**src/rtl/m_cp0_pkg.sv**
```systemverilog
// Shared definitions for the P7 coprocessor-0: register numbers, exception codes,
// SR/Cause bit positions and the EPC return-address helper.
package m_cp0_pkg;

    localparam logic [4:0] CP0_BADV  = 5'd8;
    localparam logic [4:0] CP0_SR    = 5'd12;
    localparam logic [4:0] CP0_CAUSE = 5'd13;
    localparam logic [4:0] CP0_EPC   = 5'd14;
    localparam logic [4:0] CP0_PRID  = 5'd15;

    typedef enum logic [4:0] {
        EXC_INT     = 5'd0,
        EXC_ADEL    = 5'd4,
        EXC_ADES    = 5'd5,
        EXC_SYSCALL = 5'd8,
        EXC_RI      = 5'd10,
        EXC_OV      = 5'd12
    } exc_code_e;

    localparam int SR_IM_HI     = 15;
    localparam int SR_IM_LO     = 10;
    localparam int SR_EXL       = 1;
    localparam int SR_IE        = 0;
    localparam int CAUSE_BD     = 31;
    localparam int CAUSE_IP_HI  = 15;
    localparam int CAUSE_IP_LO  = 10;
    localparam int CAUSE_EXC_HI = 6;
    localparam int CAUSE_EXC_LO = 2;

    // A delay-slot instruction returns to its branch, one word earlier.
    function automatic logic [31:0] epc_of(input logic [31:0] pc, input logic bd);
        return bd ? (pc - 32'd4) : pc;
    endfunction

endpackage

```
**src/rtl/m_cp0.sv**
```systemverilog
// Coprocessor-0 at the M stage: SR, Cause, EPC, interrupt/exception arbitration.
// Optional BadVAddr register (8) is built when CP0_BADVADDR_EN is defined.
module m_cp0
    import m_cp0_pkg::*;
#(
    parameter logic [31:0] PRID_VALUE = 32'h0000_0707,
    parameter logic [31:0] EXC_ENTRY  = 32'h0000_4180
) (
    input  logic        clk,
    input  logic        reset,
    input  logic        we,
    input  logic [4:0]  addr_r,
    input  logic [4:0]  addr_w,
    input  logic [31:0] wdata,
    output logic [31:0] rdata,
    input  logic [31:0] vpc,
    input  logic        bd_in,
    input  logic [4:0]  exc_code_in,
    input  logic [5:0]  hw_int,
    input  logic        eret,
`ifdef CP0_BADVADDR_EN
    input  logic [31:0] badvaddr_in,
`endif
    output logic        req,
    output logic [31:0] handler_pc,
    output logic [31:0] epc_out
);

    logic [5:0]  sr_im_q,     sr_im_d;
    logic        sr_exl_q,    sr_exl_d;
    logic        sr_ie_q,     sr_ie_d;
    logic        cause_bd_q,  cause_bd_d;
    logic [5:0]  cause_ip_q,  cause_ip_d;
    logic [4:0]  cause_exc_q, cause_exc_d;
    logic [31:0] epc_q,       epc_d;
    logic        int_req, exc_req;
    logic [31:0] sr_word, cause_word;
    logic        unused_wdata;

    assign unused_wdata = ^{wdata[31:16], wdata[9:2]};

    // Live hw_int, not the latched IP, so an interrupt is taken in the cycle it rises.
    assign int_req = (|(hw_int & sr_im_q)) & sr_ie_q & ~sr_exl_q;
    assign exc_req = (exc_code_in != 5'd0) & ~sr_exl_q;
    assign req     = reset & (int_req | exc_req);

    assign handler_pc = EXC_ENTRY;
    assign epc_out    = (we && addr_w == CP0_EPC && !req) ? wdata : epc_q;

    always_comb begin
        sr_word = 32'd0;
        sr_word[SR_IM_HI:SR_IM_LO] = sr_im_q;
        sr_word[SR_EXL]            = sr_exl_q;
        sr_word[SR_IE]             = sr_ie_q;
        cause_word = 32'd0;
        cause_word[CAUSE_BD]                  = cause_bd_q;
        cause_word[CAUSE_IP_HI:CAUSE_IP_LO]   = cause_ip_q;
        cause_word[CAUSE_EXC_HI:CAUSE_EXC_LO] = cause_exc_q;
    end

`ifdef CP0_BADVADDR_EN
    logic [31:0] badv_q, badv_d;

    always_comb begin
        badv_d = badv_q;
        if (req && !int_req && (exc_code_in == EXC_ADEL || exc_code_in == EXC_ADES)) begin
            badv_d = badvaddr_in;
        end
    end

    always_ff @(posedge clk or negedge reset) begin
        if (!reset) badv_q <= 32'd0;
        else        badv_q <= badv_d;
    end
`endif

    always_comb begin
        case (addr_r)
            CP0_SR:    rdata = sr_word;
            CP0_CAUSE: rdata = cause_word;
            CP0_EPC:   rdata = epc_q;
            CP0_PRID:  rdata = PRID_VALUE;
`ifdef CP0_BADVADDR_EN
            CP0_BADV:  rdata = badv_q;
`endif
            default:   rdata = 32'd0;
        endcase
    end

    always_comb begin
        sr_im_d     = sr_im_q;
        sr_exl_d    = sr_exl_q;
        sr_ie_d     = sr_ie_q;
        cause_bd_d  = cause_bd_q;
        cause_ip_d  = hw_int;
        cause_exc_d = cause_exc_q;
        epc_d       = epc_q;
        if (req) begin
            sr_exl_d    = 1'b1;
            cause_exc_d = int_req ? EXC_INT : exc_code_in;
            cause_bd_d  = bd_in;
            epc_d       = epc_of(vpc, bd_in);
        end else begin
            if (we && addr_w == CP0_SR) begin
                sr_im_d  = wdata[SR_IM_HI:SR_IM_LO];
                sr_exl_d = wdata[SR_EXL];
                sr_ie_d  = wdata[SR_IE];
            end
            if (we && addr_w == CP0_EPC) begin
                epc_d = wdata;
            end
            // eret's EXL clear overrides a same-cycle SR write of EXL.
            if (eret) begin
                sr_exl_d = 1'b0;
            end
        end
    end

    always_ff @(posedge clk or negedge reset) begin
        if (!reset) begin
            sr_im_q     <= 6'd0;
            sr_exl_q    <= 1'b0;
            sr_ie_q     <= 1'b0;
            cause_bd_q  <= 1'b0;
            cause_ip_q  <= 6'd0;
            cause_exc_q <= 5'd0;
            epc_q       <= 32'd0;
        end else begin
            sr_im_q     <= sr_im_d;
            sr_exl_q    <= sr_exl_d;
            sr_ie_q     <= sr_ie_d;
            cause_bd_q  <= cause_bd_d;
            cause_ip_q  <= cause_ip_d;
            cause_exc_q <= cause_exc_d;
            epc_q       <= epc_d;
        end
    end

endmodule

```
**config.mk**
```make
export PLATFORM = sky130hd
export DESIGN_NAME = m_cp0
export DESIGN_NICKNAME = d
export VERILOG_FILES = /design/src/rtl/m_cp0_pkg.sv /design/src/rtl/m_cp0.sv
export SDC_FILE = /design/constraint.sdc
export NUM_CORES = 1
export LEC_CHECK = 0
export BUFFER_PORTS_ARGS = -buffer_cell sky130_fd_sc_hd__buf_2
export CAP_MARGIN = 20
export CORE_MARGIN = 2
export CORE_UTILIZATION = 51
export DETAILED_ROUTE_END_ITERATION = 8
export PLACE_DENSITY = 0.94
export SLEW_MARGIN = 20
export SYNTH_ARGS = -nofsm -noshare
export SYNTH_HDL_FRONTEND = slang
export SYNTH_SLANG_ARGS = --single-unit
```
**constraint.sdc**
```tcl
create_clock -name clk -period 9.1 [get_ports clk]
set_input_delay 2.73 -clock clk [delete_from_list [all_inputs] [get_ports clk]]
set_output_delay 2.73 -clock clk [all_outputs]
set_load 0.005 [all_outputs]
```
* Word-level counts from Yosys, hierarchy flattened
Index checks and enable logic that the tools add are counted.
Cells by class: add/subtract/negate cells 1, multipliers 0, divide/modulo/power cells 0, order comparisons 0, equal/unequal tests 6, shift-type cells 0, mux-type cells 9, bitwise operators 8, reductions and logical operators 9
Operators by type and width (number):
- $mux 32 | 4
- $pmux 32 s4 | 1
- $sub 32x3->32 const B | 1
- $eq 5x4->1 const B | 6
- $and 6x6->6 | 1
- $reduce_or 6->1 | 1
- $mux 5 | 1
- $reduce_bool 5->1 | 1
- $and 1x1->1 | 4
- $logic_and 1x1->1 | 3
- $mux 1 | 3
- $reduce_bool 3->1 | 1
- $not 1->1 | 2
- $reduce_and 2->1 | 1
- $reduce_bool 2->1 | 1
- $logic_not 1->1 | 1
- $or 1x1->1 | 1
Word-level totals: bits in registers 52, latch bits 0, bits in writable memories 0, memory bits (read-only) 0, bits of input ports 90, output and inout bits 97, logic and storage cells 40, memories kept 0

* Logic depth before layout (Yosys ltp)
Gate-level depths: netlist (run 1).
word-level depth 9, gate-level depth with buffers 8, depth with buffers taken out 7

* Worst setup path after synthesis (run 1)
OpenSTA, ideal clock, no wires.
path type input to output, start point input port exc_code_in[0], end point output port epc_out[10], arrival 4.372 ns, data required time 6.370 ns, path slack 1.998 ns, stages 8, path buffers 2, path through or4_1 -> nor2_1 -> o22a_1 -> buf_6 -> inv_2 -> nor2_2 -> buf_4 -> mux2_2
On the way: longest elaborated chain between the ends 7
Ends and longest elaborated chain:
- start, declared | line m_cp0.sv:18 | input logic [4:0] exc_code_in,
- $reduce_bool 5->1 | line m_cp0.sv:44 | assign exc_req = (exc_code_in != 5'd0) & ~sr_exl_q;
- $and 1x1->1 | line m_cp0.sv:44
- $or 1x1->1 | line m_cp0.sv:45 | assign req = reset & (int_req | exc_req);
- $and 1x1->1 | line m_cp0.sv:45
- $logic_not 1->1 | line m_cp0.sv:48 | assign epc_out = (we && addr_w == CP0_EPC && !req) ? wdata : epc_q;
- $logic_and 1x1->1 | line m_cp0.sv:48
- $mux 32 | line m_cp0.sv:48
- end, declared | line m_cp0.sv:26 | output logic [31:0] epc_out
Every way passes these cells.

* Worst setup path in the final report (run 1)
start point input port exc_code_in[0], end point output port epc_out[9]
The elaborated chain is that of the path after synthesis.

==> metrics.txt, run 1 <==
# TYPE chip_impl_metric gauge
chip_impl_metric{name="detailroute.via_count",unit=""} 3645
chip_impl_metric{name="dieArea",unit="sq um"} 8540
chip_impl_metric{name="required_time_of_the_critical_path",unit="ns"} 6.37
chip_impl_metric{name="cts_buffers",unit=""} 5
chip_impl_metric{name="timing_worst_slew_pin_value",unit="ns"} 0.984
chip_impl_metric{name="cts-resized-gates",unit=""} 0
chip_impl_metric{name="final.setup.tns",unit="ns"} 0
chip_impl_metric{name="drive_gt1_frac",unit=""} 0.419
chip_impl_info{name="top_usage_layer",value="met2"} 1
chip_impl_info{name="cp-end-kind",value="primary output"} 1
chip_impl_metric{name="syn2layout_area_growth",unit="%"} 19.7
chip_impl_metric{name="power-per-cell-area",unit="nW/um^2"} 145
chip_impl_info{name="crit_path_frequent_cell",value="buf_2"} 1
chip_impl_metric{name="fmaxAchievable",unit="MHz"} 127
chip_impl_metric{name="cpPeakStageDelay",unit="ns"} 0.82
chip_impl_info{name="netlist_top_cells_area",value="dfrtp_1 (33%), mux2_2 (17%), buf_4 (7.2%)"} 1
chip_impl_info{name="layout.cells.most_common_list",value="buf_2 (154), mux2_2 (61), dfrtp_1 (52), nand2_1 (45), o21ai_0 (33)"} 1
chip_impl_metric{name="fraction_of_met3_tracks_used_by_global_routing",unit=""} 0.0317
chip_impl_metric{name="vias_in_the_first_global_route",unit=""} 3668
chip_impl_metric{name="drtPass1Iterations",unit=""} 4
chip_impl_metric{name="yosys_warnings",unit=""} 0
chip_impl_info{name="run_status",value="complete, no violations"} 1
chip_impl_info{name="commonest_non_fill_non_tap_cell_in_the_layout",value="buf_2"} 1
chip_impl_metric{name="dp_hpwl",unit="um"} 8110
chip_impl_metric{name="avgSynthCellArea",unit="sq um"} 9.19
chip_impl_info{name="cp_class",value="in2out"} 1
chip_impl_metric{name="core.rowCount",unit=""} 32
chip_impl_metric{name="clk_transition_reported_paths",unit="ns"} 0.10
chip_impl_metric{name="port_buffer_count",unit=""} 154
chip_impl_info{name="cp_cell_sequence",value="buf_2 > or4_1 > nor2_1 > o22a_2 > inv_2 > nor2_4 > mux2_2 > buf_2"} 1
chip_impl_metric{name="routabilityCongestion",unit=""} 0.835
chip_impl_metric{name="cts-root-to-sink-buffers",unit=""} 2
chip_impl_metric{name="maximum_net_fanout_on_the_critical_path",unit=""} 32
chip_impl_metric{name="ys_seq_elements",unit=""} 52
chip_impl_metric{name="coreArea",unit="sq um"} 7650
chip_impl_metric{name="grtUsageMet1",unit=""} 0.313
chip_impl_metric{name="grt_first_pass_wirelength",unit="um"} 17100
chip_impl_metric{name="design_power_total",unit="uW"} 693
chip_impl_metric{name="rrSetupSlack",unit="ns"} 6.99
chip_impl_metric{name="die_w",unit="um"} 92.4
chip_impl_metric{name="seq_area_frac_synth",unit=""} 0.326
chip_impl_metric{name="grt_util_all_layers",unit=""} 0.247
chip_impl_info{name="critical-path-slowest-cell",value="nor2_4"} 1
chip_impl_metric{name="cts.htree.levels",unit=""} 2
chip_impl_metric{name="grt_overflow",unit=""} 0
chip_impl_metric{name="netlist-cell-type-count",unit=""} 47
chip_impl_metric{name="design_area",unit="sq um"} 4770
chip_impl_metric{name="final_antenna_net_count",unit=""} 0
chip_impl_metric{name="timing_max_transition_violations_final",unit=""} 0
chip_impl_metric{name="post-cts-setup-buffer-count",unit=""} 0
chip_impl_metric{name="report.final.hold_viol_count",unit=""} 0
chip_impl_metric{name="postCtsHoldBufs",unit=""} 0
chip_impl_info{name="kind_of_launch_point_of_the_worst_setup_path",value="input pin"} 1
chip_impl_metric{name="use_met2",unit=""} 0.429
chip_impl_metric{name="peakVddDrop",unit="V"} 0.0000729
chip_impl_metric{name="boundaryPins",unit=""} 187
chip_impl_metric{name="final.period_utilization",unit=""} 0.868
chip_impl_metric{name="layout_min_cycle_time",unit="ns"} 7.90
chip_impl_metric{name="placed_area",unit="sq um"} 4680
chip_impl_metric{name="drt-total-wl",unit="um"} 10600
chip_impl_info{name="worstHoldPathType",value="reg2reg"} 1
chip_impl_metric{name="critical_path_buf_inv_count",unit=""} 3
chip_impl_metric{name="p_leak",unit="nW"} 2.33
chip_impl_metric{name="detail_route.iter0.violations",unit=""} 162
chip_impl_metric{name="diode_count",unit=""} 0
chip_impl_metric{name="synthDominantCellAreaShare",unit=""} 0.326
chip_impl_info{name="critical-path-top-delay-family",value="simple AND/OR/NAND/NOR gates"} 1
chip_impl_metric{name="chipHeight",unit="um"} 92.4
chip_impl_info{name="yosysTopAreaCell",value="dfrtp_1"} 1
chip_impl_info{name="cts_tree",value="yes"} 1
chip_impl_metric{name="wl_per_cell",unit="um"} 15.7
chip_impl_metric{name="timing.max_cap.violations",unit=""} 0
chip_impl_info{name="grt_setup_unrepaired",value="no"} 1
chip_impl_metric{name="route.detailed.drc",unit=""} 0
chip_impl_metric{name="clkSinkCount",unit=""} 52
chip_impl_metric{name="setup_viols_final",unit=""} 0
chip_impl_metric{name="count_of_mapped_cells_out_of_synthesis",unit=""} 434
chip_impl_metric{name="clock_skew",unit="ns"} 0.00782
chip_impl_metric{name="viasPerCell",unit=""} 5.38
chip_impl_metric{name="grt_antenna_before_repair",unit=""} 0
chip_impl_metric{name="initial_core_util",unit=""} 0.521
chip_impl_metric{name="timing.max_slew.rel_slack",unit=""} 0.342
chip_impl_info{name="cts_root_buffer",value="clkbuf_8"} 1
chip_impl_metric{name="num-nets-final",unit=""} 665
chip_impl_metric{name="source_to_sink_clock_delay_at_the_later_pin_of_the_worst_skew_pair",unit="ns"} 0.31
chip_impl_metric{name="cp.arrival",unit="ns"} 5.17
chip_impl_metric{name="grt_max_degree",unit=""} 55
chip_impl_metric{name="syn-cell-area",unit="sq um"} 3990
[state kept, by name, indices dropped and copies added (netlist names)]
| signal | count |
|---|---|
| cause_bd_q | 1 |
| sr_exl_q | 1 |
| sr_im_q | 6 |
| sr_ie_q | 1 |
| cause_exc_q | 5 |
| epc_q | 32 |
| cause_ip_q | 6 |
[stage by stage]
step,std cells,worst slack [ns],hold slack [ns],utilization
after floorplan,464,2.00,0.440,-
after global placement,669,1.27,0.452,0.612
after detailed placement,669,1.23,0.471,0.612
after CTS,677,1.22,0.494,0.624
after global routing,677,1.08,0.525,0.624
final,677,1.20,0.487,0.624
[per-layer routing]
metal  wire length [um]  vias to the layer above
met1               4290                     1706
met2               5370                      169
met3                706                       23
li1                   -                     1747
met4                249                        0
met5                  0                        -
[tightest hold or removal path: stages, from the launching register on]
cell     delay (ns)
dfrtp_1        0.36
nand2_1        0.05
nand2_1        0.05
[layout make-up]
cell class                 count  area, sq um
fill                         683         2880
multi-input combinational    354         2440
sequential                    52         1300
timing repair buffer         157          793
tap                          102          128
clock buffer                   5         68.8
clock inverter                 3         22.5
inverter                       4         15.0
[worst paths after layout]
check / cells after the start / startpoint / to
setup / recovery: 8 / exc_code_in[0] / epc_out[9]
hold / removal: 2 / cause_exc_q[3] / cause_exc_q[3]
setup reg to reg: 6 / sr_im_q[1] / sr_im_q[4]
hold reg to reg: 2 / cause_exc_q[3] / cause_exc_q[3]
max in group asynchronous: 2 / reset / epc_q[25]
min in group asynchronous: 1 / reset / sr_exl_q
[cells by family (layout without fill, tap and decap cells)]
logic type / after synthesis / after routing / synth area share
XOR/XNOR: 26 / 26 / 0.0571
AO/OA/AOI/OAI: 61 / 61 / 0.0894
multiplexers: 78 / 78 / 0.215
flip-flops: 52 / 52 / 0.326
AND/OR/NAND/NOR: 156 / 156 / 0.215
buffers and inverters: 58 / 169 / 0.0926
other: 2 / 32 / 0.00188
adder cells (fa/ha/maj): 1 / 1 / 0.00314
[Yosys cell counts, drive strengths merged]
library cell,n
a211oi,1
a21oi,8
a22oi,9
and2,17
and3,1
buf,41
clkbuf,13
conb,2
dfrtp,52
ha,1
inv,4
mux2,61
mux2i,17
nand2,45
nand2b,2
nand3,7
nand3b,3
nand4,9
nand4bb,1
nor2,29
nor2b,7
nor3,12
nor3b,1
nor4,10
nor4b,1
nor4bb,2
o211ai,1
o21ai,37
o22a,1
o31a,2
o31ai,1
o41a,1
or3,3
or3b,1
or4,5
xnor2,15
xor2,11
[power by group]
group	switching (mW)	internal (mW)	leakage, nW
Clock	0.0828	0.0554	0.0485
Sequential	0.0370	0.280	0.638
Combinational	0.111	0.126	1.65
Total	0.231	0.462	2.33
Power figures use the tool's default switching activity.
==> inputs of run 2 (changes only) <==
--- a/config.mk
+++ b/config.mk
@@ -5,12 +5,13 @@
 export SDC_FILE = /design/constraint.sdc
 export NUM_CORES = 1
 export LEC_CHECK = 0
-export BUFFER_PORTS_ARGS = -buffer_cell sky130_fd_sc_hd__buf_2
 export CAP_MARGIN = 20
 export CORE_MARGIN = 2
-export CORE_UTILIZATION = 51
+export CORE_UTILIZATION = 65
+export CTS_BUF_LIST = sky130_fd_sc_hd__clkbuf_8
 export DETAILED_ROUTE_END_ITERATION = 8
-export PLACE_DENSITY = 0.94
+export DONT_BUFFER_PORTS = 1
+export PLACE_DENSITY = 0.88
 export SLEW_MARGIN = 20
 export SYNTH_ARGS = -nofsm -noshare
 export SYNTH_HDL_FRONTEND = slang
==> run 2 against run 1 <==
Compared with the run above: worst hold slack got worse by 0.0046 ns; critical path depth decreased by 2; final cell count decreased by 27%; first-iteration DRC count decreased by 9.9%; non-clock buffer count decreased by 154; register-to-register slack improved by 0.07 ns.
==> metrics.txt, run 2 (same netlist as run 1, synthesis figures left out) <==
# TYPE chip_impl_metric gauge
chip_impl_metric{name="timing.max_slew.rel_slack",unit=""} 0.366
chip_impl_metric{name="viasPerCell",unit=""} 6.18
chip_impl_metric{name="peakVddDrop",unit="V"} 0.0000946
chip_impl_metric{name="met3WireLength",unit="um"} 848
chip_impl_info{name="largestRegisters",value="epc_q: 32 flops, cause_ip_q: 6 flops, sr_im_q: 6 flops"} 1
chip_impl_metric{name="num-nets-final",unit=""} 511
chip_impl_metric{name="cpPeakStageDelay",unit="ns"} 0.80
chip_impl_metric{name="detailroute.via_count",unit=""} 3057
chip_impl_metric{name="design_power_total",unit="uW"} 669
chip_impl_metric{name="wl_per_cell",unit="um"} 18.6
chip_impl_info{name="worstHoldPathType",value="reg2reg"} 1
chip_impl_metric{name="timing.hold.ws",unit="ns"} 0.483
chip_impl_info{name="kind_of_launch_point_of_the_worst_setup_path",value="input pin"} 1
chip_impl_metric{name="clk_transition_reported_paths",unit="ns"} 0.09
chip_impl_metric{name="required_time_of_the_critical_path",unit="ns"} 6.37
chip_impl_metric{name="post-cts-setup-buffer-count",unit=""} 0
chip_impl_info{name="run_status",value="complete, no violations"} 1
chip_impl_metric{name="fmaxAchievable",unit="MHz"} 130
chip_impl_metric{name="cellInternalPower",unit="uW"} 477
chip_impl_metric{name="timing_max_transition_violations_final",unit=""} 0
chip_impl_metric{name="placed_area",unit="sq um"} 3870
chip_impl_metric{name="design_area",unit="sq um"} 4000
chip_impl_info{name="critical-path-slowest-cell",value="nor2_4"} 1
chip_impl_metric{name="p_leak",unit="nW"} 1.68
chip_impl_metric{name="coreArea",unit="sq um"} 5920
chip_impl_metric{name="dp_hpwl",unit="um"} 6850
chip_impl_metric{name="boundaryPins",unit=""} 187
chip_impl_metric{name="setup_viols_final",unit=""} 0
chip_impl_metric{name="source_to_sink_clock_delay_at_the_later_pin_of_the_worst_skew_pair",unit="ns"} 0.31
chip_impl_metric{name="power_switching",unit="uW"} 192
chip_impl_info{name="grt_setup_unrepaired",value="no"} 1
chip_impl_info{name="cts_tree",value="yes"} 1
chip_impl_metric{name="final_cells",unit=""} 495
chip_impl_metric{name="power.share.sequential",unit=""} 0.474
chip_impl_metric{name="chipHeight",unit="um"} 82.3
chip_impl_metric{name="sw_ratio",unit=""} 0.286
chip_impl_info{name="cp-end-kind",value="primary output"} 1
chip_impl_metric{name="cts-resized-gates",unit=""} 0
chip_impl_metric{name="timing.final.ws_setup",unit="ns"} 1.44
chip_impl_info{name="routed.top_layer",value="met4"} 1
chip_impl_metric{name="timing.max_cap.violations",unit=""} 0
chip_impl_metric{name="routabilityCongestion",unit=""} 0.874
chip_impl_metric{name="power.share.clock",unit=""} 0.276
chip_impl_info{name="register_with_the_most_flip_flops",value="epc_q"} 1
chip_impl_metric{name="timing_worst_slew_pin_value",unit="ns"} 0.949
chip_impl_metric{name="route.detailed.drc",unit=""} 0
chip_impl_metric{name="maximum_net_fanout_on_the_critical_path",unit=""} 32
chip_impl_metric{name="power.share.combinational",unit=""} 0.249
chip_impl_metric{name="final.period_utilization",unit=""} 0.842
chip_impl_metric{name="die_w",unit="um"} 82.3
chip_impl_metric{name="core.rowCount",unit=""} 28
chip_impl_metric{name="detail_route.iter0.violations",unit=""} 146
chip_impl_metric{name="grt_first_pass_wirelength",unit="um"} 13800
chip_impl_metric{name="grt_overflow",unit=""} 0
chip_impl_metric{name="final.setup.tns",unit="ns"} 0
chip_impl_metric{name="drtPass1Iterations",unit=""} 5
chip_impl_metric{name="syn2layout_area_growth",unit="%"} 0.377
chip_impl_info{name="cp_class",value="in2out"} 1
chip_impl_metric{name="port_buffer_count",unit=""} 0
chip_impl_metric{name="vias_in_the_first_global_route",unit=""} 2940
chip_impl_metric{name="postCtsHoldBufs",unit=""} 0
chip_impl_metric{name="largest_register_ff_count",unit=""} 32
chip_impl_metric{name="detailedPlace.worstSlack",unit="ns"} 1.42
chip_impl_metric{name="dieArea",unit="sq um"} 6780
chip_impl_metric{name="grt_util_all_layers",unit=""} 0.267
chip_impl_metric{name="diode_count",unit=""} 0
chip_impl_metric{name="report.final.hold_viol_count",unit=""} 0
chip_impl_metric{name="drive_gt1_frac",unit=""} 0.202
chip_impl_metric{name="cp.arrival",unit="ns"} 4.93
chip_impl_metric{name="wl_met2",unit="um"} 4700
chip_impl_metric{name="initial_core_util",unit=""} 0.673
chip_impl_metric{name="power-per-cell-area",unit="nW/um^2"} 167
chip_impl_metric{name="drt-total-wl",unit="um"} 9210
chip_impl_info{name="commonest_non_fill_non_tap_cell_in_the_layout",value="mux2_2"} 1
chip_impl_metric{name="wirelength_met1",unit="um"} 3550
chip_impl_info{name="cp_cell_sequence",value="or4_1 > nor2_1 > o22a_2 > inv_2 > nor2_4 > mux2_2"} 1
chip_impl_metric{name="num-fill-cells",unit=""} 494
chip_impl_metric{name="placed_cells_incl_taps",unit=""} 488
chip_impl_metric{name="cts-root-to-sink-buffers",unit=""} 2
chip_impl_metric{name="final_antenna_net_count",unit=""} 0
chip_impl_metric{name="layout_min_cycle_time",unit="ns"} 7.66
chip_impl_metric{name="post-route-util",unit=""} 0.676
chip_impl_metric{name="cts.htree.levels",unit=""} 2
chip_impl_metric{name="grt_antenna_before_repair",unit=""} 0
chip_impl_metric{name="grt_max_degree",unit=""} 55
chip_impl_info{name="cts_root_buffer",value="clkbuf_8"} 1
chip_impl_metric{name="clkSinkCount",unit=""} 52
chip_impl_metric{name="clock_skew",unit="ns"} 0.0108
chip_impl_metric{name="cts_buffers",unit=""} 5
chip_impl_info{name="layout.cells.most_common_list",value="mux2_2 (61), dfrtp_1 (52), nand2_1 (45), o21ai_0 (33), conb_1 (32)"} 1
run 2: cell count changes in the layout (fill, tap and decap cells not counted), sizes merged:
cell    change
buf       -154
bufinv      +2
clkinv      -2
inv         -1
run 2: critical path, delay by kind of cell:
family | cells | cell delay [ns]
compound gates | 1 | 0.16
mux | 1 | 0.44
buf+inv | 1 | 0.17
simple gates | 3 | 1.41
run 2: power by group through the flow:
| stage | Combinational, mW | Clock [mW] | Sequential [mW] |
|---|---|---|---|
| after floorplan | 0.160 | 0 | 0.307 |
| after detailed placement | 0.167 | 0 | 0.322 |
| final | 0.167 | 0.185 | 0.317 |
| after global routing | 0.188 | 0.197 | 0.325 |
| after CTS | 0.168 | 0.186 | 0.317 |
| after global placement | 0.162 | 0 | 0.319 |
run 2: final cells by class:
class | count | area [sq um] | share of cell area
Clock buffer | 5 | 68.8 | 0.0172
Clock inverter | 2 | 60.1 | 0.0150
Inverter | 4 | 15.0 | 0.00375
Multi-Input combinational cell | 354 | 2440 | 0.610
Sequential cell | 52 | 1300 | 0.325
Tap cell | 75 | 93.8 | 0.0234
Timing Repair Buffer | 3 | 22.5 | 0.00563
run 2: path summary, 6_finish.rpt:
check	start	endpoint	slack, ns	depth (start not counted)
min in group asynchronous	reset	cause_bd_q	2.11	0
max reg2reg	sr_im_q[1]	sr_im_q[2]	7.06	6
min reg2reg	cause_exc_q[0]	cause_exc_q[0]	0.48	2
max	exc_code_in[0]	epc_out[7]	1.44	6
min	cause_exc_q[0]	cause_exc_q[0]	0.48	2
max in group asynchronous	reset	cause_exc_q[1]	6.89	0
run 2: per-layer routing:
layer | global-route usage | up-vias
li1 | - | 1437
met1 | 0.319 | 1471
met2 | 0.454 | 139
met3 | 0.0793 | 10
met4 | 0.0933 | 0
met5 | 0 | -
